## src/rtl/multdiv_pkg.sv

```systemverilog
// Shared types and constants for the multiply/divide issue controller.
// Optional watchdog is enabled with the MULTDIV_TIMEOUT_EN macro.
package multdiv_pkg;

    typedef enum logic [1:0] {
        ST_IDLE  = 2'd0,
        ST_START = 2'd1,
        ST_WAIT  = 2'd2,
        ST_DONE  = 2'd3
    } md_state_t;

    localparam int MULT_EXC_CODE_DEF  = 4;
    localparam int DIV_EXC_CODE_DEF   = 5;
    localparam int RSTATUS_REG_DEF    = 30;
    localparam int TIMEOUT_CYCLES_DEF = 64;

endpackage

```

## src/rtl/multdiv_watchdog.sv

```systemverilog
// Saturating cycle counter that flags when the multdiv unit has been waited on too long.
// Only instantiated when MULTDIV_TIMEOUT_EN is defined.
module multdiv_watchdog #(
    parameter int LIMIT = 64
) (
    input  logic clk,
    input  logic rst_n,
    input  logic i_run,
    output logic o_expired
);

    localparam int CW = $clog2(LIMIT + 1);

    logic [CW-1:0] r_count;

    // Counter is zero whenever the controller is not waiting, so it restarts per op.
    always_ff @(posedge clk or negedge rst_n) begin
        if (!rst_n) begin
            r_count <= '0;
        end else if (!i_run) begin
            r_count <= '0;
        end else if (r_count != CW'(LIMIT)) begin
            r_count <= r_count + 1'b1;
        end
    end

    // Asserted during the LIMIT-th consecutive waiting cycle.
    assign o_expired = i_run && (r_count >= CW'(LIMIT - 1));

endmodule

```

## src/rtl/multdiv_issue_ctrl.sv

```systemverilog
// Issues MUL/DIV ops to the multi-cycle unit, stalls until ready, then writes back once.
// Define MULTDIV_TIMEOUT_EN to add a watchdog that forces an exception writeback.
import multdiv_pkg::*;

module multdiv_issue_ctrl #(
    parameter int DATA_W         = 32,
    parameter int REG_W          = 5,
    parameter int RSTATUS_REG    = RSTATUS_REG_DEF,
    parameter int MULT_EXC_CODE  = MULT_EXC_CODE_DEF,
    parameter int DIV_EXC_CODE   = DIV_EXC_CODE_DEF,
    parameter int TIMEOUT_CYCLES = TIMEOUT_CYCLES_DEF
) (
    input  logic              clock,
    input  logic              reset_n,
    input  logic              op_valid,
    input  logic              op_is_div,
    input  logic [REG_W-1:0]  op_rd,
    input  logic [DATA_W-1:0] op_a,
    input  logic [DATA_W-1:0] op_b,
    output logic [DATA_W-1:0] md_operand_a,
    output logic [DATA_W-1:0] md_operand_b,
    output logic              md_ctrl_mult,
    output logic              md_ctrl_div,
    input  logic [DATA_W-1:0] md_result,
    input  logic              md_exception,
    input  logic              md_result_rdy,
    output logic              stall,
    output logic              wb_valid,
    output logic [REG_W-1:0]  wb_rd,
    output logic [DATA_W-1:0] wb_data,
    output logic              busy,
    output logic [1:0]        dbg_state
);

    md_state_t         r_state;
    md_state_t         w_next_state;
    logic              r_is_div;
    logic [REG_W-1:0]  r_rd;
    logic [DATA_W-1:0] r_op_a;
    logic [DATA_W-1:0] r_op_b;
    logic [REG_W-1:0]  r_wb_rd;
    logic [DATA_W-1:0] r_wb_data;
    logic              w_accept;
    logic              w_capture;
    logic              w_exc;
    logic              w_timeout;

`ifdef MULTDIV_TIMEOUT_EN
    multdiv_watchdog #(
        .LIMIT(TIMEOUT_CYCLES)
    ) u_watchdog (
        .clk      (clock),
        .rst_n    (reset_n),
        .i_run    (r_state == ST_WAIT),
        .o_expired(w_timeout)
    );
`else
    assign w_timeout = 1'b0;
`endif

    assign w_accept = (r_state == ST_IDLE) && op_valid;

    // Ready is only looked at in WAIT; a ready left over from the previous op during START is ignored.
    always_comb begin
        w_next_state = r_state;
        w_capture    = 1'b0;
        w_exc        = md_exception;
        case (r_state)
            ST_IDLE:  if (op_valid) w_next_state = ST_START;
            ST_START: w_next_state = ST_WAIT;
            ST_WAIT: begin
                if (md_result_rdy) begin
                    w_capture    = 1'b1;
                    w_next_state = ST_DONE;
                end else if (w_timeout) begin
                    w_capture    = 1'b1;
                    w_exc        = 1'b1;
                    w_next_state = ST_DONE;
                end
            end
            ST_DONE:  w_next_state = ST_IDLE;
            default:  w_next_state = ST_IDLE;
        endcase
    end

    always_ff @(posedge clock or negedge reset_n) begin
        if (!reset_n) begin
            r_state <= ST_IDLE;
        end else begin
            r_state <= w_next_state;
        end
    end

    always_ff @(posedge clock or negedge reset_n) begin
        if (!reset_n) begin
            r_is_div <= 1'b0;
            r_rd     <= '0;
            r_op_a   <= '0;
            r_op_b   <= '0;
        end else if (w_accept) begin
            r_is_div <= op_is_div;
            r_rd     <= op_rd;
            r_op_a   <= op_a;
            r_op_b   <= op_b;
        end
    end

    // Writeback fields are resolved at capture so DONE only needs to raise the strobe.
    always_ff @(posedge clock or negedge reset_n) begin
        if (!reset_n) begin
            r_wb_rd   <= '0;
            r_wb_data <= '0;
        end else if (w_capture) begin
            if (w_exc) begin
                r_wb_rd   <= REG_W'(RSTATUS_REG);
                r_wb_data <= r_is_div ? DATA_W'(DIV_EXC_CODE) : DATA_W'(MULT_EXC_CODE);
            end else begin
                r_wb_rd   <= r_rd;
                r_wb_data <= md_result;
            end
        end
    end

    assign md_operand_a = r_op_a;
    assign md_operand_b = r_op_b;
    assign md_ctrl_mult = (r_state == ST_START) && !r_is_div;
    assign md_ctrl_div  = (r_state == ST_START) && r_is_div;
    assign stall        = reset_n && (w_accept || (r_state == ST_START) || (r_state == ST_WAIT));
    assign wb_valid     = (r_state == ST_DONE);
    assign wb_rd        = r_wb_rd;
    assign wb_data      = r_wb_data;
    assign busy         = (r_state != ST_IDLE);
    assign dbg_state    = r_state;

endmodule
```

## config.mk

```make
export PLATFORM = sky130hd
export DESIGN_NAME = multdiv_issue_ctrl
export DESIGN_NICKNAME = d
export VERILOG_FILES = /design/src/rtl/multdiv_pkg.sv /design/src/rtl/multdiv_watchdog.sv /design/src/rtl/multdiv_issue_ctrl.sv
export SDC_FILE = /design/constraint.sdc
export NUM_CORES = 1
export LEC_CHECK = 0
export CORE_AREA = 2 2 108 110
export CTS_BUF_LIST = sky130_fd_sc_hd__clkbuf_4
export DETAILED_ROUTE_END_ITERATION = 8
export DIE_AREA = 0 0 110 112
export GPL_TIMING_DRIVEN = 0
export HOLD_SLACK_MARGIN = 0.06
export PLACE_DENSITY = 0.78
export SYNTH_ARGS = -nofsm -noshare
export SYNTH_HDL_FRONTEND = slang
export SYNTH_SLANG_ARGS = --single-unit
```

## constraint.sdc

```tcl
create_clock -name clock -period 3.55 [get_ports clock]
set_input_delay 0.5325 -clock clock [delete_from_list [all_inputs] [get_ports clock]]
set_output_delay 0.5325 -clock clock [all_outputs]
set_load 0.02 [all_outputs]
```

Word level (Yosys, flattened, before mapping)

Index checks and enable logic that the tools add are counted.

Register bits after elaboration: 109
Bits of input ports: 107

Eq/ne operators: 5
Multiplexer cells: 8
Reduce and logical (&&, ||, !) cells: 10

Operator list:

| kind                                                 | count |
|---|---|
| two-way mux 32 bit                                   | 1 |
| one-hot mux 2 bit (4 select lines)                   | 1 |
| two-way mux 5 bit                                    | 1 |
| equality test 2 bit (second input constant)          | 2 |
| logical AND 1 bit                                    | 4 |
| two-way mux 2 bit                                    | 2 |
| != test 2 bit (second input constant)                | 2 |
| two-way mux 1 bit                                    | 3 |
| equality test 2 x 1 -> 1 bit (second input constant) | 1 |
| zero test 2 bit                                      | 1 |
| logical OR 1 bit                                     | 2 |
| AND reduction 2 bit                                  | 1 |
| nonzero test 2 bit                                   | 1 |
| zero test 1 bit                                      | 1 |

Logic depth before layout (Yosys ltp)

Gate-level depths: netlist of the first run.

Depth in word-level cells: 5
Mapped depth: 7
Depth with buffers taken out: 5

Least setup slack after synthesis of the first run

OpenSTA, ideal clock, no wires.

Path type: flip-flop to output port
Start point: reg r_state[0], in the netlist dbg_state[0]
End point: out stall
Data arrival time: 1575 ps
Data required time: 3017 ps
Slack: 1443 ps
Cell stages (with the launch flop): 6
Path buffers: 1
Cell sequence: dfrtp_1 inv_1 ha_1 nand2_4 clkbuf_8 a21boi_0

Cells in the longest elaborated chain, start to end: 5

RTL lines:

| element                  | RTL line                  | source |
|---|---|---|
| start: declaration       | multdiv_issue_ctrl.sv:35  | `md_state_t r_state;` |
| start signal: assignment | multdiv_issue_ctrl.sv:90  | `r_state <= w_next_state;` |
| zero test 2 bit          | multdiv_issue_ctrl.sv:61  | `assign w_accept = (r_state == ST_IDLE) && op_valid;` |
| logical AND 1 bit        | multdiv_issue_ctrl.sv:61  |  |
| logical OR 1 bit         | multdiv_issue_ctrl.sv:128 | `assign stall = reset_n && (w_accept \|\| (r_state == ST_START) \|\| (r_state == ST_WAIT));` |
| logical OR 1 bit *       | multdiv_issue_ctrl.sv:128 |  |
| logical AND 1 bit *      | multdiv_issue_ctrl.sv:128 |  |
| end: declaration         | multdiv_issue_ctrl.sv:27  | `output logic stall,` |

Mark *: on every way between the ends. The rest lies on a longest branch, timed or not.

Worst setup path after layout of the first run

Start point: in reset_n
End point: out stall

Cells in the longest elaborated chain, start to end: 1

RTL lines:

| element            | RTL line                  | source |
|---|---|---|
| start: declaration | multdiv_issue_ctrl.sv:14  | `input logic reset_n,` |
| logical AND 1 bit  | multdiv_issue_ctrl.sv:128 |  |

Every way passes these cells.

==> results of run 1 <==
report_power, final:
group	internal (mW)	switching, mW
clock network	0.290	0.416
registers	1.87	0.332
logic	1.73	1.55
how the worst min path moves through the flow:
stage	start	to	slack, ns
floorplan	reset_n	dbg_state[0]	0.24
global placement	wb_data[14]	wb_data[14]	0.47
detailed placement	wb_rd[4]	wb_rd[4]	0.47
CTS	md_exception	wb_data[3]	0.40
global route	md_exception	wb_data[7]	0.44
finish	md_exception	wb_data[3]	0.43
worst max-delay path, cell delays in order:
cell,delay (ns)
sky130_fd_sc_hd__dlygate4sd3_1,0.53
sky130_fd_sc_hd__buf_4,0.50
sky130_fd_sc_hd__a21boi_0,0.27
sky130_fd_sc_hd__clkdlybuf4s50_1,0.65
sequential cells by signal, summed over array words and instances, names as in the netlist:
register      flops
md_operand_a     32
md_operand_b     32
wb_data          32
r_rd              5
wb_rd             5
dbg_state         2
r_is_div          1
metrics by stage:
stage / setup TNS (ns) / power [mW] / cells / cell area (um^2) / hold slack (ns)
6_report: 0 / 6.19 / 700 / 6870 / 0.431
4_1_cts: 0 / 6.27 / 700 / 6870 / 0.396
2_1_floorplan: 0 / 3.87 / 326 / 4350 / 0.237
3_3_place_gp: -240.37 / 5.44 / 682 / 6670 / 0.465
5_1_grt: 0 / 6.54 / 700 / 6870 / 0.442
3_5_place_dp: 0 / 5.56 / 683 / 6690 / 0.470
cell families after synthesis:
kind of cell             count (synthesis)
flip-flops                             109
AND/OR/NAND/NOR                         78
multiplexers                            72
AO/OA/AOI/OAI                           40
buffers and inverters                   23
adder cells (fa/ha/maj)                  4
Yosys cell counts:
cell	count
sky130_fd_sc_hd__a21boi_0	1
sky130_fd_sc_hd__nand2b_1	31
sky130_fd_sc_hd__nand2_1	38
sky130_fd_sc_hd__clkbuf_2	1
sky130_fd_sc_hd__nor2_1	6
sky130_fd_sc_hd__mux2_4	2
sky130_fd_sc_hd__o21ai_0	32
sky130_fd_sc_hd__inv_1	4
sky130_fd_sc_hd__buf_2	7
sky130_fd_sc_hd__nor2b_1	1
sky130_fd_sc_hd__o22a_1	1
sky130_fd_sc_hd__clkbuf_8	7
sky130_fd_sc_hd__ha_1	4
sky130_fd_sc_hd__and2_1	1
sky130_fd_sc_hd__o21ai_1	5
sky130_fd_sc_hd__clkbuf_1	4
sky130_fd_sc_hd__dfrtp_1	109
sky130_fd_sc_hd__a2bb2oi_1	1
sky130_fd_sc_hd__mux2i_1	1
sky130_fd_sc_hd__nand2_4	1
sky130_fd_sc_hd__mux2_2	69
area by class of cell:
cell class | count | area [um^2]
well taps | 143 | 179
clock inverters | 7 | 98.8
multi-input cells | 194 | 1460
fillers | 914 | 4310
inverters | 4 | 15.0
flip-flops and latches | 109 | 2730
repair buffers | 215 | 2170
clock buffers | 9 | 67.6
plain buffers | 19 | 151
repair_timing:
action,in CTS,in global routing
hold endpoints to repair,39,0
setup endpoints to repair,0,0
hold buffers,1,0
per-layer routing:
metal	global-route usage, %	wire, um	up-vias
li1	-	-	1540
met1	20.8	4280	1597
met2	32.0	5740	120
met3	4.39	774	19
met4	8.19	280	0
met5	0	0	-
==> metrics.log, run 1 <==
[metrics] sequential share of the synthesized area: 62.6%
[metrics] capture point of the worst path: stall
[metrics] type of the worst setup path: in -> out
[metrics] setup clock skew after layout: roughly 0.013 ns
[metrics] cell area after synthesis: approximately 0.0044 mm^2
[metrics] DP HPWL: approximately 8.5 mm
[metrics] number of max-capacitance violations reported: 0
[metrics] unrepaired setup endpoints after global routing: false
[metrics] clock net sink count: 109
[metrics] top cells by area, synth: sky130_fd_sc_hd__dfrtp_1, sky130_fd_sc_hd__mux2_2, sky130_fd_sc_hd__nand2b_1, sky130_fd_sc_hd__o21ai_0, sky130_fd_sc_hd__nand2_1
[metrics] # resized after CTS: 0
[metrics] port bufs: ~210
[metrics] gr ovfl total: 0
[metrics] Antenna diodes: 0
[metrics] global routing usage summed across all routing layers: a little under a fifth
[metrics] hold crit path type: in -> reg
[metrics] die boundary height: 112 um
[metrics] post-route setup slack: 0.518 ns
[metrics] Placement Setup Slack: 0.777 ns
[metrics] multiplexer area fraction after synthesis: 18.8%
[metrics] number of unique standard cell types used by synthesis: 21
[metrics] final hold violation count: 0
[metrics] number of antenna violations at the first check in global routing: 0
[metrics] maximum level of the CTS H-tree: 3
[metrics] drt drc: 0
[metrics] Root Buffer: sky130_fd_sc_hd__clkbuf_4
[metrics] total vias in the final route: 3276
[metrics] clock edge transition at the registers on the reported setup and hold paths: 0.16 ns
[metrics] initial standard-cell utilization of the core: between 30% and 40%
[metrics] insertion delay to the later sink of the worst-skew pair: 0.46 ns
[metrics] FF+latch count, synth: 109
[metrics] IO Count: about 220
[metrics] number of cells on the worst reg-to-reg path: 6
[metrics] sum of routed wire length over all layers: about 11 mm
[metrics] number of routed nets with antenna violations: 0
[metrics] WL per Instance: about 16 um
[metrics] Pins Over Slew Limit: 0
[metrics] final core utilization: 61.4%
[metrics] Site Rows: 39
[metrics] via count of the first global-routing pass: around 3500
[metrics] Placeable Area: 0.0112 mm^2
[metrics] pin count of the biggest net entering global routing: 67
[metrics] setup violators final: 0
[metrics] worst slew slack as a fraction of its limit: 59.8%
[metrics] endpoint type of the worst setup path: output port
[metrics] area overhead of the layout relative to synthesis: 57.7%
[metrics] Syn Inst Count: between 300 and 400
[metrics] TritonCTS clock tree: done
[metrics] maximum clock path buffer count: 2
[metrics] critical path required time: 3.02 ns
[metrics] Yosys top cell area share: between 60% and 70%
[metrics] worst IR drop on VDD: roughly 0.53 mV
[metrics] average via count per standard cell: between 4 and 5
[metrics] Die X: approximately 110 um
[metrics] data arrival time at the worst-slack endpoint: 2.50 ns
[metrics] synthesized-area fraction occupied by ao, oa, aoi and oai cells: 4.83%
[metrics] worst r2r dst: wb_data[21]
[metrics] main combinational cell family by area after synthesis: multiplexers
[metrics] cell count of the worst hold path: 3
[metrics] total power divided by cell area: 901 mW/mm^2
[metrics] fraction of layout instances using a drive strength above 1: 18.9%
[metrics] kind of launch point of the worst setup path: primary input
[metrics] parity-gate share of the synthesized area counting xor and xnor cells: 0%
[metrics] Post-CTS Setup Bufs: 0
[metrics] Tmin final: between 3 and 4 ns
[metrics] crit path launch: reset_n
[metrics] clock buffers created by TritonCTS: 9
[metrics] most common cell after layout, fill and taps aside: sky130_fd_sc_hd__clkdlybuf4s50_1
[metrics] worst flop-to-flop path startpoint: dbg_state[0]
[metrics] routability cong.: just over 0.7
[metrics] fraction of the mapped netlist area in simple logic gates: 8.79%
[metrics] starting DRC count in detailed routing: 66
[metrics] Synth area leader: sky130_fd_sc_hd__dfrtp_1
[metrics] post-synthesis area per instance: about 13 um^2
[metrics] Synth Area in Adders: 1.15%
[metrics] number of iterations in the first detailed-routing pass: 5
[metrics] Total Nets Final: 663
[metrics] run status: complete, no violations
[metrics] wire length of the first global-routing pass: approximately 17 mm
[metrics] cell leakage power: between 2 and 3 nW
[metrics] maximum achievable frequency: 0.330 GHz
[metrics] Syn Nets: roughly 440
[metrics] Die Footprint: between 0.01 and 0.015 mm^2
[metrics] Synthesis Warnings: 0
[metrics] measured slew at the worst slew-check pin: 0.602 ns
[metrics] post-route fraction of the period consumed by the critical path: 85.4%
[metrics] leading cell types in the layout, fill and taps excluded: sky130_fd_sc_hd__clkdlybuf4s50_1, sky130_fd_sc_hd__dfrtp_1, sky130_fd_sc_hd__mux2_2, sky130_fd_sc_hd__nand2_1, sky130_fd_sc_hd__o21ai_0
[metrics] setup slack of the most critical reg-to-reg path: 1.81 ns
[metrics] CP max FO: 45
(Power assumes the default switching activity.)
==> inputs of run 2 (changes only) <==
CELL_PAD_IN_SITES_DETAIL_PLACEMENT = 0   (was unset)
CELL_PAD_IN_SITES_GLOBAL_PLACEMENT = 1   (was unset)
DONT_BUFFER_PORTS = 1   (was unset)
MAX_ROUTING_LAYER = met4   (was unset)
PLACE_DENSITY = unset   (was 0.78)
PLACE_DENSITY_LB_ADDON = 0.1   (was unset)
==> metrics.log, run 2 (synthesized netlist as in run 1, its figures left out) <==
[metrics] run status: complete, no violations
[metrics] total power divided by cell area: 1020 mW/mm^2
[metrics] Final Non-Filler Cells: 487
[metrics] hold crit path type: in -> reg
[metrics] Filler cells: 1096
[metrics] fraction of layout instances using a drive strength above 1: slightly below 30%
[metrics] final hold violation count: 0
[metrics] Tmin final: 2.78 ns
[metrics] leading cell types in the layout, fill and taps excluded: sky130_fd_sc_hd__dfrtp_1, sky130_fd_sc_hd__mux2_2, sky130_fd_sc_hd__nand2_1, sky130_fd_sc_hd__o21ai_0, sky130_fd_sc_hd__nand2b_1
[metrics] post-route cell area: 0.00473 mm^2
[metrics] Pins Over Slew Limit: 0
[metrics] critical path required time: 3.02 ns
[metrics] fraction of power spent switching nets: 42.8%
[metrics] proportion of power drawn by the clock network: 14.1%
[metrics] port bufs: 0
[metrics] crit path launch: dbg_state[0]
[metrics] drt drc: 0
[metrics] area overhead of the layout relative to synthesis: 8.59%
[metrics] Storage cell area: between 0.002 and 0.003 mm^2
[metrics] total vias in the final route: 2450
[metrics] number of max-capacitance violations reported: 0
[metrics] worst hold margin: 0.200 ns
[metrics] endpoint type of the worst setup path: output port
[metrics] Total Nets Final: 450
[metrics] worst IR drop on VDD: 0.421 mV
[metrics] insertion delay to the later sink of the worst-skew pair: 0.44 ns
[metrics] measured slew at the worst slew-check pin: between 0.6 and 0.7 ns
[metrics] routability cong.: 0.735
[metrics] setup violators final: 0
[metrics] maximum achievable frequency: roughly 0.36 GHz
[metrics] worst flop-to-flop path startpoint: dbg_state[0]
[metrics] TritonCTS clock tree: done
[metrics] cell leakage power: 2.11 nW
[metrics] number of iterations in the first detailed-routing pass: 4
[metrics] most common cell after layout, fill and taps aside: sky130_fd_sc_hd__dfrtp_1
[metrics] clock edge transition at the registers on the reported setup and hold paths: approximately 0.16 ns
[metrics] Die Footprint: approximately 0.012 mm^2
[metrics] design internal power: around 2.8 mW
[metrics] startpoint of the worst hold path: md_result[30]
[metrics] total power: 4.83 mW
[metrics] Placeable Area: around 0.011 mm^2
[metrics] Die X: 110 um
[metrics] WL per Instance: 18.9 um
[metrics] maximum clock path buffer count: 2
[metrics] pin count of the biggest net entering global routing: 110
[metrics] data arrival time at the worst-slack endpoint: 2.25 ns
[metrics] CP max FO: 10
[metrics] Placement Setup Slack: 1.22 ns
[metrics] via count of the first global-routing pass: approximately 2500
[metrics] initial standard-cell utilization of the core: 39.0%
[metrics] net switching power figure: about 2.1 mW
[metrics] setup clock skew after layout: 0.0156 ns
[metrics] Root Buffer: sky130_fd_sc_hd__clkbuf_4
[metrics] IO Count: around 220
[metrics] wire length of the first global-routing pass: 13.7 mm
[metrics] multi-input combinational cell area: approximately 0.0015 mm^2
[metrics] average via count per standard cell: 5.03
[metrics] clock buffers created by TritonCTS: 9
[metrics] die boundary height: 112 um
[metrics] Logic pwr share: 22.6%
[metrics] power share of the sequential group: 63.4%
[metrics] setup TNS after final layout: 0 ns
[metrics] global routing usage summed across all routing layers: 15.3%
[metrics] DP HPWL: around 6.6 mm
[metrics] Antenna diodes: 0
[metrics] post-route fraction of the period consumed by the critical path: 78.4%
[metrics] type of the worst setup path: reg -> out
[metrics] number of antenna violations at the first check in global routing: 1
[metrics] gr ovfl total: 0
[metrics] final core utilization: between 40% and 50%
[metrics] post-route setup slack: 0.766 ns
[metrics] maximum level of the CTS H-tree: 3
[metrics] kind of launch point of the worst setup path: register
[metrics] clock net sink count: roughly 110
[metrics] placed inst area: 0.00453 mm^2
[metrics] worst slew slack as a fraction of its limit: 53.0%
[metrics] Site Rows: 39
[metrics] sum of routed wire length over all layers: 9.20 mm
[metrics] Cells after DPL: 469
[metrics] starting DRC count in detailed routing: 117
[metrics] number of routed nets with antenna violations: 0
[metrics] unrepaired setup endpoints after global routing: false
## run 2: critical path, stage by stage (launching register included)
cell	delay (ns)
sky130_fd_sc_hd__dfrtp_1	0.53
sky130_fd_sc_hd__inv_1	0.13
sky130_fd_sc_hd__ha_1	0.25
sky130_fd_sc_hd__nand2_4	0.14
sky130_fd_sc_hd__clkbuf_8	0.20
sky130_fd_sc_hd__a21boi_0	0.56
## run 2: power by group through the flow
stage                     registers (mW)  logic [mW]  clock network, mW
after floorplan                     2.94       0.934                  0
after global placement              3.11        1.05                  0
after detailed placement            3.11        1.09                  0
after CTS                           3.09        1.12              0.716
after global routing                3.14        1.23              0.771
final                               3.06        1.09              0.678
## run 2: worst paths after layout
kind | to | slack [ns] | cells past startpoint
min in group asynchronous | wb_data[1] | 0.68 | 2
hold / removal | wb_data[30] | 0.20 | 2
max in group asynchronous | md_operand_a[12] | 2.40 | 2
setup reg to reg | dbg_state[1] | 1.68 | 5
hold reg to reg | wb_rd[0] | 0.53 | 2
setup / recovery | stall | 0.77 | 5
## run 2: routing by layer
| layer | global-route usage [%] | up-vias | wire (um) |
|---|---|---|---|
| met2 | 23.2 | 116 | 4420 |
| met5 | - | - | 0 |
| met1 | 18.9 | 1217 | 3720 |
| met4 | 4.81 | 0 | 96 |
| li1 | - | 1111 | - |
| met3 | 5.50 | 6 | 965 |
## run 2: what timing repair did
item,CTS,global route
setup endpoints to repair,0,0
gates resized for setup,0,0
hold buffers,2,0
buffers inserted,0,0
hold endpoints to repair,109,0
## run 2: final cells by class
class | instances | area share, %
Inverter | 4 | 0.318
Clock inverter | 7 | 1.91
Clock buffer | 9 | 1.43
Sequential cell | 109 | 57.7
Timing Repair Buffer | 2 | 0.794
Tap cell | 143 | 3.78
Buffer | 19 | 3.20
Multi-Input combinational cell | 194 | 30.9
==> inputs of run 3 (changes only) <==
clock period = 2.75 ns   (was 3.55 ns; I/O delays follow)
==> metrics.log, run 3 (synthesized netlist as in run 1, its figures left out) <==
[metrics] run status: finished, violations left
[metrics] violated checks: negative hold slack
[metrics] endpoint type of the worst setup path: output port
[metrics] number of iterations in the first detailed-routing pass: 4
[metrics] number of antenna violations at the first check in global routing: 0
[metrics] CP peak stage delay: 0.53 ns
[metrics] drt drc: 0
[metrics] number of routed nets with antenna violations: 0
[metrics] design internal power: 3.60 mW
[metrics] kind of cell adding the most delay to the critical path: flip-flops
[metrics] placed inst area: 0.00453 mm^2
[metrics] global routing usage summed across all routing layers: 15.3%
[metrics] measured slew at the worst slew-check pin: 0.471 ns
[metrics] power share of the sequential group: 63.3%
[metrics] Logic pwr share: 22.7%
[metrics] data arrival time at the worst-slack endpoint: roughly 2.1 ns
[metrics] Filler cells: around 1100
[metrics] Post-CTS Setup Bufs: 0
[metrics] DP HPWL: 6.60 mm
[metrics] proportion of power drawn by the clock network: between 10% and 20%
[metrics] post-route cell area: roughly 0.005 mm^2
[metrics] worst hold margin: -0.364 ns
[metrics] WL per Instance: between 15 and 20 um
[metrics] maximum level of the CTS H-tree: 3
[metrics] cell leakage power: 2.26 nW
[metrics] crit path max-delay cell type: sky130_fd_sc_hd__dfrtp_1
[metrics] final hold violation count: 109
[metrics] maximum clock path buffer count: 2
[metrics] total vias in the final route: around 2600
[metrics] starting DRC count in detailed routing: 132
[metrics] total power divided by cell area: 1230 mW/mm^2
[metrics] critical path required time: 2.34 ns
[metrics] insertion delay to the later sink of the worst-skew pair: 0.44 ns
[metrics] via count of the first global-routing pass: 2687
[metrics] Tmin final: 2.50 ns
[metrics] clock buffers created by TritonCTS: 9
[metrics] unrepaired setup endpoints after global routing: false
[metrics] worst slew slack as a fraction of its limit: 68.5%
[metrics] Die X: 110 um
[metrics] setup clock skew after layout: approximately 0.016 ns
[metrics] CP max FO: 10
[metrics] clock net sink count: 109
[metrics] fraction of layout instances using a drive strength above 1: between 20% and 30%
[metrics] setup TNS after final layout: 0 ns
[metrics] area overhead of the layout relative to synthesis: 16.9%
[metrics] worst IR drop on VDD: 0.543 mV
[metrics] routability cong.: 0.735
[metrics] average via count per standard cell: 4.93
[metrics] initial standard-cell utilization of the core: 39.0%
[metrics] Site Rows: 39
[metrics] most common cell after layout, fill and taps aside: sky130_fd_sc_hd__dfrtp_1
[metrics] list of cells traversed by the critical path: inv_1 -> ha_1 -> nand2_4 -> clkbuf_8 -> a21boi_1
[metrics] number of cells on the worst reg-to-reg path: 5
[metrics] hold crit path type: in -> async
[metrics] maximum achievable frequency: ~0.4 GHz
[metrics] type of the worst setup path: reg -> out
[metrics] setup violators final: 0
[metrics] die boundary height: roughly 110 um
[metrics] clock edge transition at the registers on the reported setup and hold paths: 0.16 ns
[metrics] Die Footprint: 0.0123 mm^2
[metrics] total power: 6.24 mW
[metrics] Buf+Inv Stages, Crit Path: 2
[metrics] number of max-capacitance violations reported: 0
[metrics] Antenna diodes: 0
[metrics] IO Count: around 220
[metrics] pin count of the biggest net entering global routing: 111
[metrics] wire length of the first global-routing pass: 13.8 mm
[metrics] port bufs: 0
[metrics] net switching power figure: approximately 2.6 mW
[metrics] sum of routed wire length over all layers: roughly 9.3 mm
[metrics] Placeable Area: ~0.011 mm^2
[metrics] Pins Over Slew Limit: 0
[metrics] post-route fraction of the period consumed by the critical path: 90.8%
[metrics] Total Nets Final: 488
[metrics] leading cell types in the layout, fill and taps excluded: sky130_fd_sc_hd__dfrtp_1, sky130_fd_sc_hd__mux2_2, sky130_fd_sc_hd__dlygate4sd3_1, sky130_fd_sc_hd__nand2_1, sky130_fd_sc_hd__o21ai_0
[metrics] fraction of power spent switching nets: approximately 42%
[metrics] TritonCTS clock tree: done
[metrics] WP depth: 5
[metrics] kind of launch point of the worst setup path: register
[metrics] Root Buffer: sky130_fd_sc_hd__clkbuf_4
[metrics] gr ovfl total: 0
-- run 3: cell count changes in the layout (fill, tap and decap cells not counted), sizes merged --
cell         delta
buf             -1
dlygate4sd3    +39
-- run 3: area by class of cell --
class	instances	area (um^2)	area share (%)
multi-input cells	194	1460	28.7
repair buffers	40	400	7.86
plain buffers	19	151	2.97
clock inverters	7	90.1	1.77
inverters	4	15.0	0.295
well taps	143	179	3.51
clock buffers	9	67.6	1.33
flip-flops and latches	109	2730	53.6
-- run 3: power groups by stage --
stage,Sequential [mW],Clock [mW],Combinational [mW]
after detailed placement,4.02,0,1.41
after global routing,4.06,0.996,1.60
after global placement,4.01,0,1.35
after floorplan,3.80,0,1.21
after CTS,3.98,0.924,1.44
final,3.95,0.874,1.42
-- run 3: metal layers --
metal	track usage [%]	share of wire, %	vias to the layer above
met1	19.1	41	1284
met2	23.6	49	110
li1	-	-	1186
met3	4.86	9.2	6
met4	4.81	1.0	0
met5	-	0	-
-- run 3: worst paths after layout --
| check | start | to | slack, ns |
|---|---|---|---|
| min in group clock | md_result[31] | wb_data[31] | 0.10 |
| max in group asynchronous | reset_n | md_operand_b[23] | 2.95 |
| max reg2reg | dbg_state[0] | dbg_state[1] | 0.87 |
| min | reset_n | wb_data[25] | -0.36 |
| max | dbg_state[0] | stall | 0.25 |
| min reg2reg | r_rd[0] | wb_rd[0] | 0.53 |
-- run 3: timing repair --
| item | in CTS | in global routing |
|---|---|---|
| resized for setup | 1 | 0 |
| hold buffers | 32 | 8 |
| endpoints found under the hold margin | 141 | 117 |
| endpoints found under the setup margin | 1 | 0 |
-- run 3: per-stage QoR --
stage / instances / hold WS, ns / worst slack [ns] / util [%]
floorplan: 326 / 0.117 / 0.763 / -
global placement: 469 / 0.119 / 0.551 / 40.6
detailed placement: 469 / 0.119 / 0.545 / 40.6
CTS: 517 / -0.415 / 0.180 / 44.8
global route: 525 / -0.426 / 0.0766 / 45.6
finish: 525 / -0.364 / 0.253 / 45.6
-- run 3: worst register-to-register path: stages, from the launching register on --
cell and delay, ns:
sky130_fd_sc_hd__dfrtp_1 0.57, sky130_fd_sc_hd__inv_1 0.12, sky130_fd_sc_hd__ha_1 0.27, sky130_fd_sc_hd__inv_1 0.20, sky130_fd_sc_hd__a2bb2oi_1 0.27, sky130_fd_sc_hd__mux2_2 0.36
